===== src/rtl/muldiv_unit.sv =====
// Iterative multiply/divide engine owning the HI/LO registers: radix-2 shift-add multiply,
// restoring divide, sign fix-up in a final cycle, plus direct MTHI/MTLO writes.
module muldiv_unit #(
  parameter int WIDTH = 32
) (
  input  logic             clk,
  input  logic             rst_n,
  input  logic             start,
  input  logic [2:0]       op,
  input  logic [WIDTH-1:0] a,
  input  logic [WIDTH-1:0] b,
  output logic             busy,
  output logic             done,
  output logic             div_by_zero,
  output logic [WIDTH-1:0] hi,
  output logic [WIDTH-1:0] lo
);

  localparam int CNT_W = $clog2(WIDTH + 1);
  localparam logic [CNT_W-1:0] LAST_STEP = CNT_W'(WIDTH - 1);

  localparam logic [2:0] OP_MULT = 3'd0;
  localparam logic [2:0] OP_DIV  = 3'd2;
  localparam logic [2:0] OP_MTHI = 3'd4;
  localparam logic [2:0] OP_MTLO = 3'd5;

  typedef enum logic [1:0] {IDLE, RUN, FIX} state_t;

  state_t           state_reg;
  logic [CNT_W-1:0] count_reg;
  logic             is_div_reg;
  logic             neg_hi_reg;
  logic             neg_lo_reg;
  logic             dbz_pending_reg;
  logic [WIDTH-1:0] operand_reg;
  logic [WIDTH-1:0] work_hi_reg;
  logic [WIDTH-1:0] work_lo_reg;

  logic               is_signed_op;
  logic [WIDTH-1:0]   a_abs;
  logic [WIDTH-1:0]   b_abs;
  logic [WIDTH:0]     mul_sum;
  logic [WIDTH:0]     div_shift;
  logic [WIDTH:0]     div_diff;
  logic [WIDTH-1:0]   step_hi_next;
  logic [WIDTH-1:0]   step_lo_next;
  logic [2*WIDTH-1:0] prod_raw;
  logic [WIDTH-1:0]   fix_hi_next;
  logic [WIDTH-1:0]   fix_lo_next;

  always_comb begin
    is_signed_op = (op == OP_MULT) || (op == OP_DIV);
    a_abs = (is_signed_op && a[WIDTH-1]) ? -a : a;
    b_abs = (is_signed_op && b[WIDTH-1]) ? -b : b;

    // Multiply: work_hi:work_lo is the partial product, multiplier bits shift out of work_lo.
    mul_sum = {1'b0, work_hi_reg} + {1'b0, (work_lo_reg[0] ? operand_reg : {WIDTH{1'b0}})};
    // Divide: work_hi is the remainder, dividend bits shift out of work_lo as quotient bits enter.
    div_shift = {work_hi_reg, work_lo_reg[WIDTH-1]};
    div_diff  = div_shift - {1'b0, operand_reg};

    step_hi_next = mul_sum[WIDTH:1];
    step_lo_next = {mul_sum[0], work_lo_reg[WIDTH-1:1]};
    if (is_div_reg) begin
      step_hi_next = div_diff[WIDTH] ? div_shift[WIDTH-1:0] : div_diff[WIDTH-1:0];
      step_lo_next = {work_lo_reg[WIDTH-2:0], ~div_diff[WIDTH]};
    end

    prod_raw = neg_lo_reg ? -{work_hi_reg, work_lo_reg} : {work_hi_reg, work_lo_reg};
    fix_hi_next = prod_raw[2*WIDTH-1:WIDTH];
    fix_lo_next = prod_raw[WIDTH-1:0];
    if (is_div_reg) begin
      fix_hi_next = neg_hi_reg ? -work_hi_reg : work_hi_reg;
      fix_lo_next = neg_lo_reg ? -work_lo_reg : work_lo_reg;
    end
  end

  always_ff @(posedge clk or negedge rst_n) begin
    if (!rst_n) begin
      state_reg       <= IDLE;
      count_reg       <= '0;
      is_div_reg      <= 1'b0;
      neg_hi_reg      <= 1'b0;
      neg_lo_reg      <= 1'b0;
      dbz_pending_reg <= 1'b0;
      operand_reg     <= '0;
      work_hi_reg     <= '0;
      work_lo_reg     <= '0;
      busy            <= 1'b0;
      done            <= 1'b0;
      div_by_zero     <= 1'b0;
      hi              <= '0;
      lo              <= '0;
    end else begin
      done <= 1'b0;
      case (state_reg)
        IDLE: begin
          if (start) begin
            if (!op[2]) begin
              div_by_zero <= 1'b0;
              busy        <= 1'b1;
              count_reg   <= '0;
              is_div_reg  <= op[1];
              if (op[1] && (b == '0)) begin
                // Divide by zero bypasses the iterations; FIX writes these values verbatim.
                dbz_pending_reg <= 1'b1;
                neg_hi_reg      <= 1'b0;
                neg_lo_reg      <= 1'b0;
                work_hi_reg     <= a;
                work_lo_reg     <= '1;
                state_reg       <= FIX;
              end else begin
                dbz_pending_reg <= 1'b0;
                neg_hi_reg      <= is_signed_op && a[WIDTH-1];
                neg_lo_reg      <= is_signed_op && (a[WIDTH-1] ^ b[WIDTH-1]);
                operand_reg     <= op[1] ? b_abs : a_abs;
                work_hi_reg     <= '0;
                work_lo_reg     <= op[1] ? a_abs : b_abs;
                state_reg       <= RUN;
              end
            end else if (op == OP_MTHI) begin
              hi <= a;
            end else if (op == OP_MTLO) begin
              lo <= a;
            end
          end
        end
        RUN: begin
          work_hi_reg <= step_hi_next;
          work_lo_reg <= step_lo_next;
          count_reg   <= count_reg + 1'b1;
          if (count_reg == LAST_STEP) state_reg <= FIX;
        end
        FIX: begin
          hi          <= fix_hi_next;
          lo          <= fix_lo_next;
          div_by_zero <= dbz_pending_reg;
          done        <= 1'b1;
          busy        <= 1'b0;
          state_reg   <= IDLE;
        end
        default: state_reg <= IDLE;
      endcase
    end
  end

endmodule


===== config.mk =====
export PLATFORM = sky130hd
export DESIGN_NAME = muldiv_unit
export DESIGN_NICKNAME = d
export VERILOG_FILES = /design/src/rtl/muldiv_unit.sv
export SDC_FILE = /design/constraint.sdc
export NUM_CORES = 1
export LEC_CHECK = 0
export ABC_AREA = 1
export BUFFER_PORTS_ARGS = -buffer_cell sky130_fd_sc_hd__buf_2
export CELL_PAD_IN_SITES_DETAIL_PLACEMENT = 2
export CELL_PAD_IN_SITES_GLOBAL_PLACEMENT = 2
export CORE_UTILIZATION = 33
export CTS_CLUSTER_DIAMETER = 200
export DETAILED_ROUTE_END_ITERATION = 7
export PLACE_DENSITY_LB_ADDON = 0.08
export SLEW_MARGIN = 20
export SYNTH_ARGS = -nofsm -noshare
export SYNTH_HDL_FRONTEND = slang
export SYNTH_SLANG_ARGS = --single-unit

===== constraint.sdc =====
create_clock -name clk -period 3 [get_ports clk]
set_input_delay 0.3 -clock clk [delete_from_list [all_inputs] [get_ports clk]]
set_output_delay 0.3 -clock clk [all_outputs]
set_load 0.05 [all_outputs]

==> load_flow_metrics.sql, run 1 <==
INSERT INTO impl_metrics (metric_group, metric, value, unit) VALUES
('logic_synthesis', 'synth-xor-area-share', '3.053', '%'),
('routing', 'remaining_drc_errors', '0', ''),
('worst_setup_path', 'worst-path-buf-inv', '3', ''),
('final_layout', 'mostFrequentLayoutCells', 'sky130_fd_sc_hd__nand2_1, sky130_fd_sc_hd__inv_1, sky130_fd_sc_hd__nor2_1', ''),
('routing', 'detail_route.iter0.violations', '1897', ''),
('final_layout', 'insertedDiodeCount', '0', ''),
('worst_setup_path', 'crit_path_kind', 'flop to flop', ''),
('timing', 'final.setup_skew', '0.01697', 'ns'),
('run_status', 'status', 'finished clean', ''),
('routing', 'num_vias', '24140', ''),
('routing', 'drtAntennaViolNets', '0', ''),
('logic_synthesis', 'yosys_warnings', '0', ''),
('global_routing', 'grt_use_met2', '62.92', '%'),
('worst_setup_path', 'cp_slowest_cell', 'sky130_fd_sc_hd__dfrtp_1', ''),
('power_and_ir_drop', 'vdd.ir_drop.worst', '0.5603', 'mV'),
('timing', 'hold_viol_final', '0', ''),
('final_layout', 'final_layout_size_suffix_gt1_share', '11.38', '%'),
('worst_setup_path', 'critPathTopFamily', 'simple AND/OR/NAND/NOR gates', ''),
('logic_synthesis', 'synth_ff_type', 'sky130_fd_sc_hd__dfrtp_1', ''),
('logic_synthesis', 'synth_compound_area_share', '15.54', '%'),
('placed_design', 'hpwlAfterDp', '93480', 'um'),
('global_routing', 'grt_first_pass_wirelength', '167000', 'um'),
('global_routing', 'globalRoute.busiestLayer', 'met2', ''),
('timing', 'whs', '0.1971', 'ns'),
('worst_setup_path', 'worst_setup_path_start_kind', 'flop', ''),
('logic_synthesis', 'synth_adder_area_share', '4.770', '%'),
('timing', 'final_max_slew_viol_count', '0', ''),
('floorplan', 'floorplan.initialDensity', '33.52', '%'),
('routing', 'vias_per_cell', '5.675', ''),
('power_and_ir_drop', 'cellPowerDensity', '1292', 'mW/mm^2'),
('logic_synthesis', 'ys_seq_elements', '175', ''),
('placed_design', 'placer_congestion_estimate', '1.015', ''),
('cts', 'tritoncts_num_sinks', '175', ''),
('power_and_ir_drop', 'standby_leakage_power', '11.77', 'nW'),
('cts', 'clock_path_buffers', '2', ''),
('timing', 'fin_crit_sh', '99.06', '%'),
('logic_synthesis', 'synth_nets', '3455', ''),
('routing', 'firstDrtPassIters', '6', ''),
('logic_synthesis', 'synthSimpleGateAreaFrac', '41.14', '%'),
('global_routing', 'gr-usage-met3', '4.440', '%'),
('worst_setup_path', 'timing.critical_path.mode_cell', 'sky130_fd_sc_hd__nand2_2', ''),
('global_routing', 'grt_antenna_before_repair', '4', ''),
('logic_synthesis', 'syn_inst', '3314', ''),
('floorplan', 'rows', '87', ''),
('floorplan', 'floorplan.core_area', '0.05650', 'mm^2'),
('logic_synthesis', 'synth_top_family_by_area', 'simple AND/OR/NAND/NOR gates', ''),
('placed_design', 'io_buffer_count', '136', ''),
('cts', 'cts_root_buf', 'sky130_fd_sc_hd__clkbuf_16', ''),
('final_layout', 'area.sequential', '0.004388', 'mm^2'),
('cts', 'clk-insertion-delay-late', '0.52', 'ns'),
('logic_synthesis', 'synth_edf_count', '0', ''),
('logic_synthesis', 'synthesis.area', '0.01894', 'mm^2'),
('logic_synthesis', 'synth.mux.area_fraction', '0.05946', '%'),
('placed_design', 'place.detailed.instances', '4217', ''),
('timing', 'final-setup-viol-count', '0', ''),
('final_layout', 'mostFrequentLayoutCell', 'sky130_fd_sc_hd__nand2_1', ''),
('final_layout', 'area.growth.synth_to_final', '15.76', '%'),
('cts', 'clkTransAtPathRegs', '0.08', 'ns'),
('timing', 'fin_tns_setup', '0', 'ns'),
('timing', 'transition_at_the_pin_with_the_smallest_max_transition_slack', '0.9039', 'ns'),
('cts', 'tritoncts', 'yes', ''),
('floorplan', 'die_x', '241.6', 'um'),
('worst_setup_path', 'crit_fanout', '12', ''),
('global_routing', 'gr-total-overflow', '0', ''),
('floorplan', 'die_height', '241.6', 'um'),
('timing', 'final_period_minus_worst_setup_slack', '2.972', 'ns'),
('logic_synthesis', 'asyncSetResetFlopFracSynth', '100.0', '%'),
('final_layout', 'total_area_of_multi_input_combinational_cells', '0.01235', 'mm^2'),
('final_layout', 'layoutNonFillerInstCount', '4254', ''),
('worst_setup_path', 'crit_path_end_kind', 'flop', ''),
('cts', 'cts-buffers-inserted', '17', '');
worst min-delay path, stage by stage:
cell	delay, ns
sky130_fd_sc_hd__buf_2	0.18
sky130_fd_sc_hd__nand3_1	0.11
sky130_fd_sc_hd__o211ai_1	0.08
Yosys cell counts, types with 3 or more instances:
cell type | n | area [um^2]
sky130_fd_sc_hd__and2_1 | 10 | 62.56
sky130_fd_sc_hd__inv_1 | 473 | 1775
sky130_fd_sc_hd__o21bai_1 | 17 | 127.6
sky130_fd_sc_hd__clkbuf_1 | 82 | 307.8
sky130_fd_sc_hd__a31oi_1 | 14 | 87.58
sky130_fd_sc_hd__nand2_1 | 1127 | 4230
sky130_fd_sc_hd__nor2_2 | 16 | 100.1
sky130_fd_sc_hd__o31ai_1 | 4 | 30.03
sky130_fd_sc_hd__nand2_4 | 3 | 33.78
sky130_fd_sc_hd__a22oi_1 | 13 | 97.59
sky130_fd_sc_hd__buf_2 | 14 | 70.07
sky130_fd_sc_hd__ha_1 | 69 | 863.3
sky130_fd_sc_hd__buf_6 | 5 | 56.30
sky130_fd_sc_hd__nor4_1 | 3 | 18.77
sky130_fd_sc_hd__o21ai_1 | 9 | 45.04
sky130_fd_sc_hd__xor2_1 | 47 | 411.6
sky130_fd_sc_hd__o211ai_1 | 29 | 217.7
sky130_fd_sc_hd__nor2_4 | 3 | 33.78
sky130_fd_sc_hd__o21ai_0 | 204 | 1021
sky130_fd_sc_hd__a211oi_1 | 7 | 52.55
sky130_fd_sc_hd__dfrtp_1 | 175 | 4379
sky130_fd_sc_hd__a21oi_2 | 8 | 70.07
sky130_fd_sc_hd__nor3_1 | 36 | 180.2
sky130_fd_sc_hd__a21oi_1 | 183 | 915.9
sky130_fd_sc_hd__or2_2 | 5 | 31.28
sky130_fd_sc_hd__nand2_2 | 5 | 31.28
sky130_fd_sc_hd__inv_2 | 11 | 41.29
sky130_fd_sc_hd__o221ai_1 | 8 | 70.07
sky130_fd_sc_hd__buf_1 | 14 | 52.55
sky130_fd_sc_hd__nand4_1 | 36 | 225.2
sky130_fd_sc_hd__nand3_2 | 6 | 60.06
sky130_fd_sc_hd__o22ai_1 | 21 | 131.4
sky130_fd_sc_hd__xnor2_1 | 19 | 166.4
sky130_fd_sc_hd__nor2_1 | 314 | 1179
sky130_fd_sc_hd__nand3_1 | 290 | 1451
sky130_fd_sc_hd__nand3b_1 | 11 | 82.58
repair_timing:
action / in CTS / in global routing
gates cloned: 0 / 1
hold buffers: 1 / 0
hold endpoints to repair: 56 / 0
resized for setup: 6 / 29
pin swaps: 0 / 1
setup buffers: 1 / 2
endpoints found under the setup margin: 10 / 25
logic make-up (layout without fill, tap and decap cells):
family	Yosys count	after routing
AO/OA/AOI/OAI	526	526
XOR/XNOR	66	66
adder cells (fa/ha/maj)	71	71
buffers and inverters	604	788
flip-flops	175	175
multiplexers	1	1
AND/OR/NAND/NOR	1871	1871
where the power goes:
| group | internal [W] | leakage, nW | switching (W) |
|---|---|---|---|
| clock network | 0.00121 | 0.297 | 0.00127 |
| logic | 0.00593 | 9.32 | 0.0152 |
| registers | 0.00347 | 2.15 | 0.00129 |
| total | 0.0106 | 11.8 | 0.0177 |
routing by layer:
metal  vias to the layer above  wire (um)
met4                         2       5929
met1                     12250      49970
li1                      10920          -
met5                         -         20
met2                       783      52570
met3                       194       5392
metrics by stage:
| step | setup slack (ns) | cell area (um^2) | total power (W) | util (%) |
|---|---|---|---|---|
| after floorplan | 0.5502 | 18940 | 0.01659 | - |
| after global placement | -0.05653 | 21150 | 0.02417 | 37.43 |
| after detailed placement | -0.1802 | 21150 | 0.02492 | 37.43 |
| after CTS | 0.01879 | 21790 | 0.02761 | 38.57 |
| after global routing | -0.03452 | 21920 | 0.02994 | 38.80 |
| final | 0.02809 | 21920 | 0.02832 | 38.80 |
cell type report:
cell class | count | share of cell area, %
Inverter | 487 | 8.344
Tap cell | 756 | 4.315
Multi-Input combinational cell | 2535 | 56.34
Sequential cell | 175 | 20.02
Clock buffer | 18 | 2.003
Clock inverter | 14 | 0.7591
Timing Repair Buffer | 269 | 8.224
worst paths after layout:
kind	start	endpoint	slack (ns)	cells after the start
max	operand_reg[20]$_DFFE_PN0P_	work_lo_reg[0]$_DFFE_PN0P_	0.03	14
min	a[19]	lo[19]$_DFFE_PN0P_	0.20	3
max reg2reg	operand_reg[20]$_DFFE_PN0P_	work_lo_reg[0]$_DFFE_PN0P_	0.03	14
min reg2reg	lo[9]$_DFFE_PN0P_	lo[9]$_DFFE_PN0P_	0.50	2
max in group asynchronous	rst_n	hi[1]$_DFFE_PN0P_	1.72	3
min in group asynchronous	rst_n	work_hi_reg[23]$_DFFE_PN0P_	0.38	2
Note: power is estimated with default switching activity, not from simulation.
==> inputs of run 2 (changes only) <==
--- a/config.mk
+++ b/config.mk
@@ -9,6 +9,7 @@
 export BUFFER_PORTS_ARGS = -buffer_cell sky130_fd_sc_hd__buf_2
 export CELL_PAD_IN_SITES_DETAIL_PLACEMENT = 2
 export CELL_PAD_IN_SITES_GLOBAL_PLACEMENT = 2
+export CORE_MARGIN = 2
 export CORE_UTILIZATION = 33
 export CTS_CLUSTER_DIAMETER = 200
 export DETAILED_ROUTE_END_ITERATION = 7
==> load_flow_metrics.sql, run 2 (synthesized netlist as in run 1, its figures left out) <==
INSERT INTO impl_metrics (metric_group, metric, value, unit) VALUES
('run_status', 'status', 'finished clean', ''),
('cts', 'tritoncts', 'yes', ''),
('cts', 'tritoncts_num_sinks', '175', ''),
('worst_setup_path', 'crit_fanout', '6', ''),
('routing', 'drtAntennaViolNets', '0', ''),
('timing', 'final-setup-viol-count', '0', ''),
('global_routing', 'grt_pass1_vias', '25590', ''),
('timing', 'final.setup_skew', '0.02205', 'ns'),
('final_layout', 'mostFrequentLayoutCell', 'sky130_fd_sc_hd__nand2_1', ''),
('routing', 'detail_route.iter0.violations', '2020', ''),
('timing', 'fin_crit_sh', '98.37', '%'),
('placed_design', 'placedInstanceArea', '0.02111', 'mm^2'),
('final_layout', 'layoutNonFillerInstCount', '4260', ''),
('routing', 'remaining_drc_errors', '0', ''),
('final_layout', 'final_layout_size_suffix_gt1_share', '12.19', '%'),
('timing', 'achievable-frequency', '338.9', 'MHz'),
('cts', 'cts_root_buf', 'sky130_fd_sc_hd__clkbuf_16', ''),
('cts', 'clkTransAtPathRegs', '0.08', 'ns'),
('power_and_ir_drop', 'vdd.ir_drop.worst', '0.6563', 'mV'),
('global_routing', 'maximum_number_of_pins_on_one_net_before_global_route_repair', '58', ''),
('floorplan', 'floorplan.initialDensity', '33.45', '%'),
('worst_hold_path', 'hold_path.class', 'input port to flop', ''),
('timing', 'final_period_minus_worst_setup_slack', '2.951', 'ns'),
('worst_setup_path', 'timing.critical_path.required', '3.30', 'ns'),
('cts', 'cts_max_level', '4', ''),
('worst_setup_path', 'crit_path_kind', 'flop to flop', ''),
('routing', 'total_wirelength', '115600', 'um'),
('global_routing', 'grt_usage', '38.70', '%'),
('cts', 'clk-insertion-delay-late', '0.52', 'ns'),
('routing', 'num_vias', '24280', ''),
('flow_run', 'max-cap-violations', '0', ''),
('floorplan', 'die_x', '243.6', 'um'),
('timing', 'fin_tns_setup', '0', 'ns'),
('worst_setup_path', 'worst_setup_path_start_kind', 'flop', ''),
('routing', 'detail_route.wl_per_cell', '27.13', 'um'),
('global_routing', 'gr-total-overflow', '0', ''),
('global_routing', 'grt_antenna_before_repair', '3', ''),
('cts', 'clock_path_buffers', '2', ''),
('timing', 'timing.slew.headroom', '38.66', '%'),
('floorplan', 'ioPinCount', '137', ''),
('cts', 'cts-buffers-inserted', '17', ''),
('timing', 'hold_viol_final', '0', ''),
('floorplan', 'rows', '87', ''),
('floorplan', 'die_height', '243.6', 'um'),
('routing', 'vias_per_cell', '5.699', ''),
('routing', 'firstDrtPassIters', '5', ''),
('floorplan', 'die_area', '0.05932', 'mm^2'),
('worst_setup_path', 'arrival', '3.25', 'ns'),
('power_and_ir_drop', 'standby_leakage_power', '11.81', 'nW'),
('global_routing', 'grt_first_pass_wirelength', '170300', 'um'),
('final_layout', 'final_instance_area', '0.02210', 'mm^2'),
('power_and_ir_drop', 'cellPowerDensity', '1322', 'mW/mm^2'),
('placed_design', 'hpwlAfterDp', '94570', 'um'),
('floorplan', 'floorplan.core_area', '0.05660', 'mm^2'),
('final_layout', 'fin_nets', '3631', ''),
('final_layout', 'area.growth.synth_to_final', '16.71', '%'),
('placed_design', 'place.detailed.instances', '4214', ''),
('final_layout', 'num-fill-cells', '7344', ''),
('placed_design', 'io_buffer_count', '136', ''),
('timing', 'transition_at_the_pin_with_the_smallest_max_transition_slack', '0.9191', 'ns'),
('timing', 'final_max_slew_viol_count', '0', ''),
('timing', 'whs', '0.2057', 'ns'),
('final_layout', 'mostFrequentLayoutCells', 'sky130_fd_sc_hd__nand2_1, sky130_fd_sc_hd__inv_1, sky130_fd_sc_hd__nor2_1', ''),
('worst_setup_path', 'crit_path_end_kind', 'flop', ''),
('placed_design', 'placer_congestion_estimate', '1.092', '');
-- run 2: cell count changes in the layout (fill, tap and decap cells not counted), sizes merged --
cell	delta
clkbuf	+3
clkinv	-3
diode	+1
buf	+4
inv	-1
bufinv	+2
-- run 2: cell type report --
type	count	area (um^2)	share of cell area, %
Multi-Input combinational cell	2535	12440	56.28
Sequential cell	175	4392	19.87
Timing Repair Buffer	274	1871	8.464
Inverter	487	1829	8.277
Tap cell	756	945.9	4.280
Clock buffer	20	446.7	2.021
Clock inverter	12	175.2	0.7926
Antenna cell	1	2.502	0.01132
-- run 2: power breakdown --
part / switching (W) / internal, W
Combinational: 0.0156 / 0.00619
Sequential: 0.00134 / 0.00347
Clock: 0.00124 / 0.00136
-- run 2: worst paths after layout --
kind | slack (ns) | endpoint | cells after the start | from
worst max-delay path | 0.05 | work_lo_reg[0]$_DFFE_PN0P_ | 14 | operand_reg[28]$_DFFE_PN0P_
worst min-delay path | 0.21 | lo[17]$_DFFE_PN0P_ | 3 | a[17]
worst max register to register | 0.05 | work_lo_reg[0]$_DFFE_PN0P_ | 14 | operand_reg[28]$_DFFE_PN0P_
worst min register to register | 0.49 | count_reg[5]$_DFFE_PN0P_ | 1 | count_reg[5]$_DFFE_PN0P_
max in group asynchronous | 1.72 | work_hi_reg[14]$_DFFE_PN0P_ | 3 | rst_n
min in group asynchronous | 0.41 | work_hi_reg[7]$_DFFE_PN0P_ | 2 | rst_n
-- run 2: worst max-delay path: stages, from the launching register on --
cell	delay, ns
sky130_fd_sc_hd__dfrtp_1	0.39
sky130_fd_sc_hd__inv_1	0.34
sky130_fd_sc_hd__ha_1	0.35
sky130_fd_sc_hd__nand2_1	0.13
sky130_fd_sc_hd__nor2_1	0.09
sky130_fd_sc_hd__nand2_1	0.15
sky130_fd_sc_hd__inv_1	0.10
sky130_fd_sc_hd__a21oi_4	0.22
sky130_fd_sc_hd__nand2_2	0.10
sky130_fd_sc_hd__nand2_2	0.11
sky130_fd_sc_hd__nand2_4	0.11
sky130_fd_sc_hd__buf_12	0.17
sky130_fd_sc_hd__o21ai_0	0.15
sky130_fd_sc_hd__buf_4	0.12
sky130_fd_sc_hd__o211ai_1	0.21
-- run 2: metrics by stage --
stage / power (W) / worst slack (ns) / utilization, %
after floorplan: 0.01659 / 0.5502 / -
after global placement: 0.02432 / -0.2928 / 37.30
after detailed placement: 0.02508 / -0.3885 / 37.30
after CTS: 0.02821 / 0.02672 / 38.68
after global routing: 0.03091 / -0.02978 / 39.04
final: 0.02923 / 0.04901 / 39.05
-- run 2: timing repair --
item | CTS | global route
gates cloned | 1 | 2
pin swaps | 0 | 3
hold endpoints to repair | 53 | 0
endpoints found under the setup margin | 32 | 38
buffers inserted | 1 | 8
hold buffers | 1 | 0
resized for setup | 23 | 49
-- run 2: per-layer routing --
layer	GRT usage [%]	wire length (um)
met1	50.92	49220
met2	61.99	52190
met3	5.816	7722
met4	18.83	6425
met5	0	16
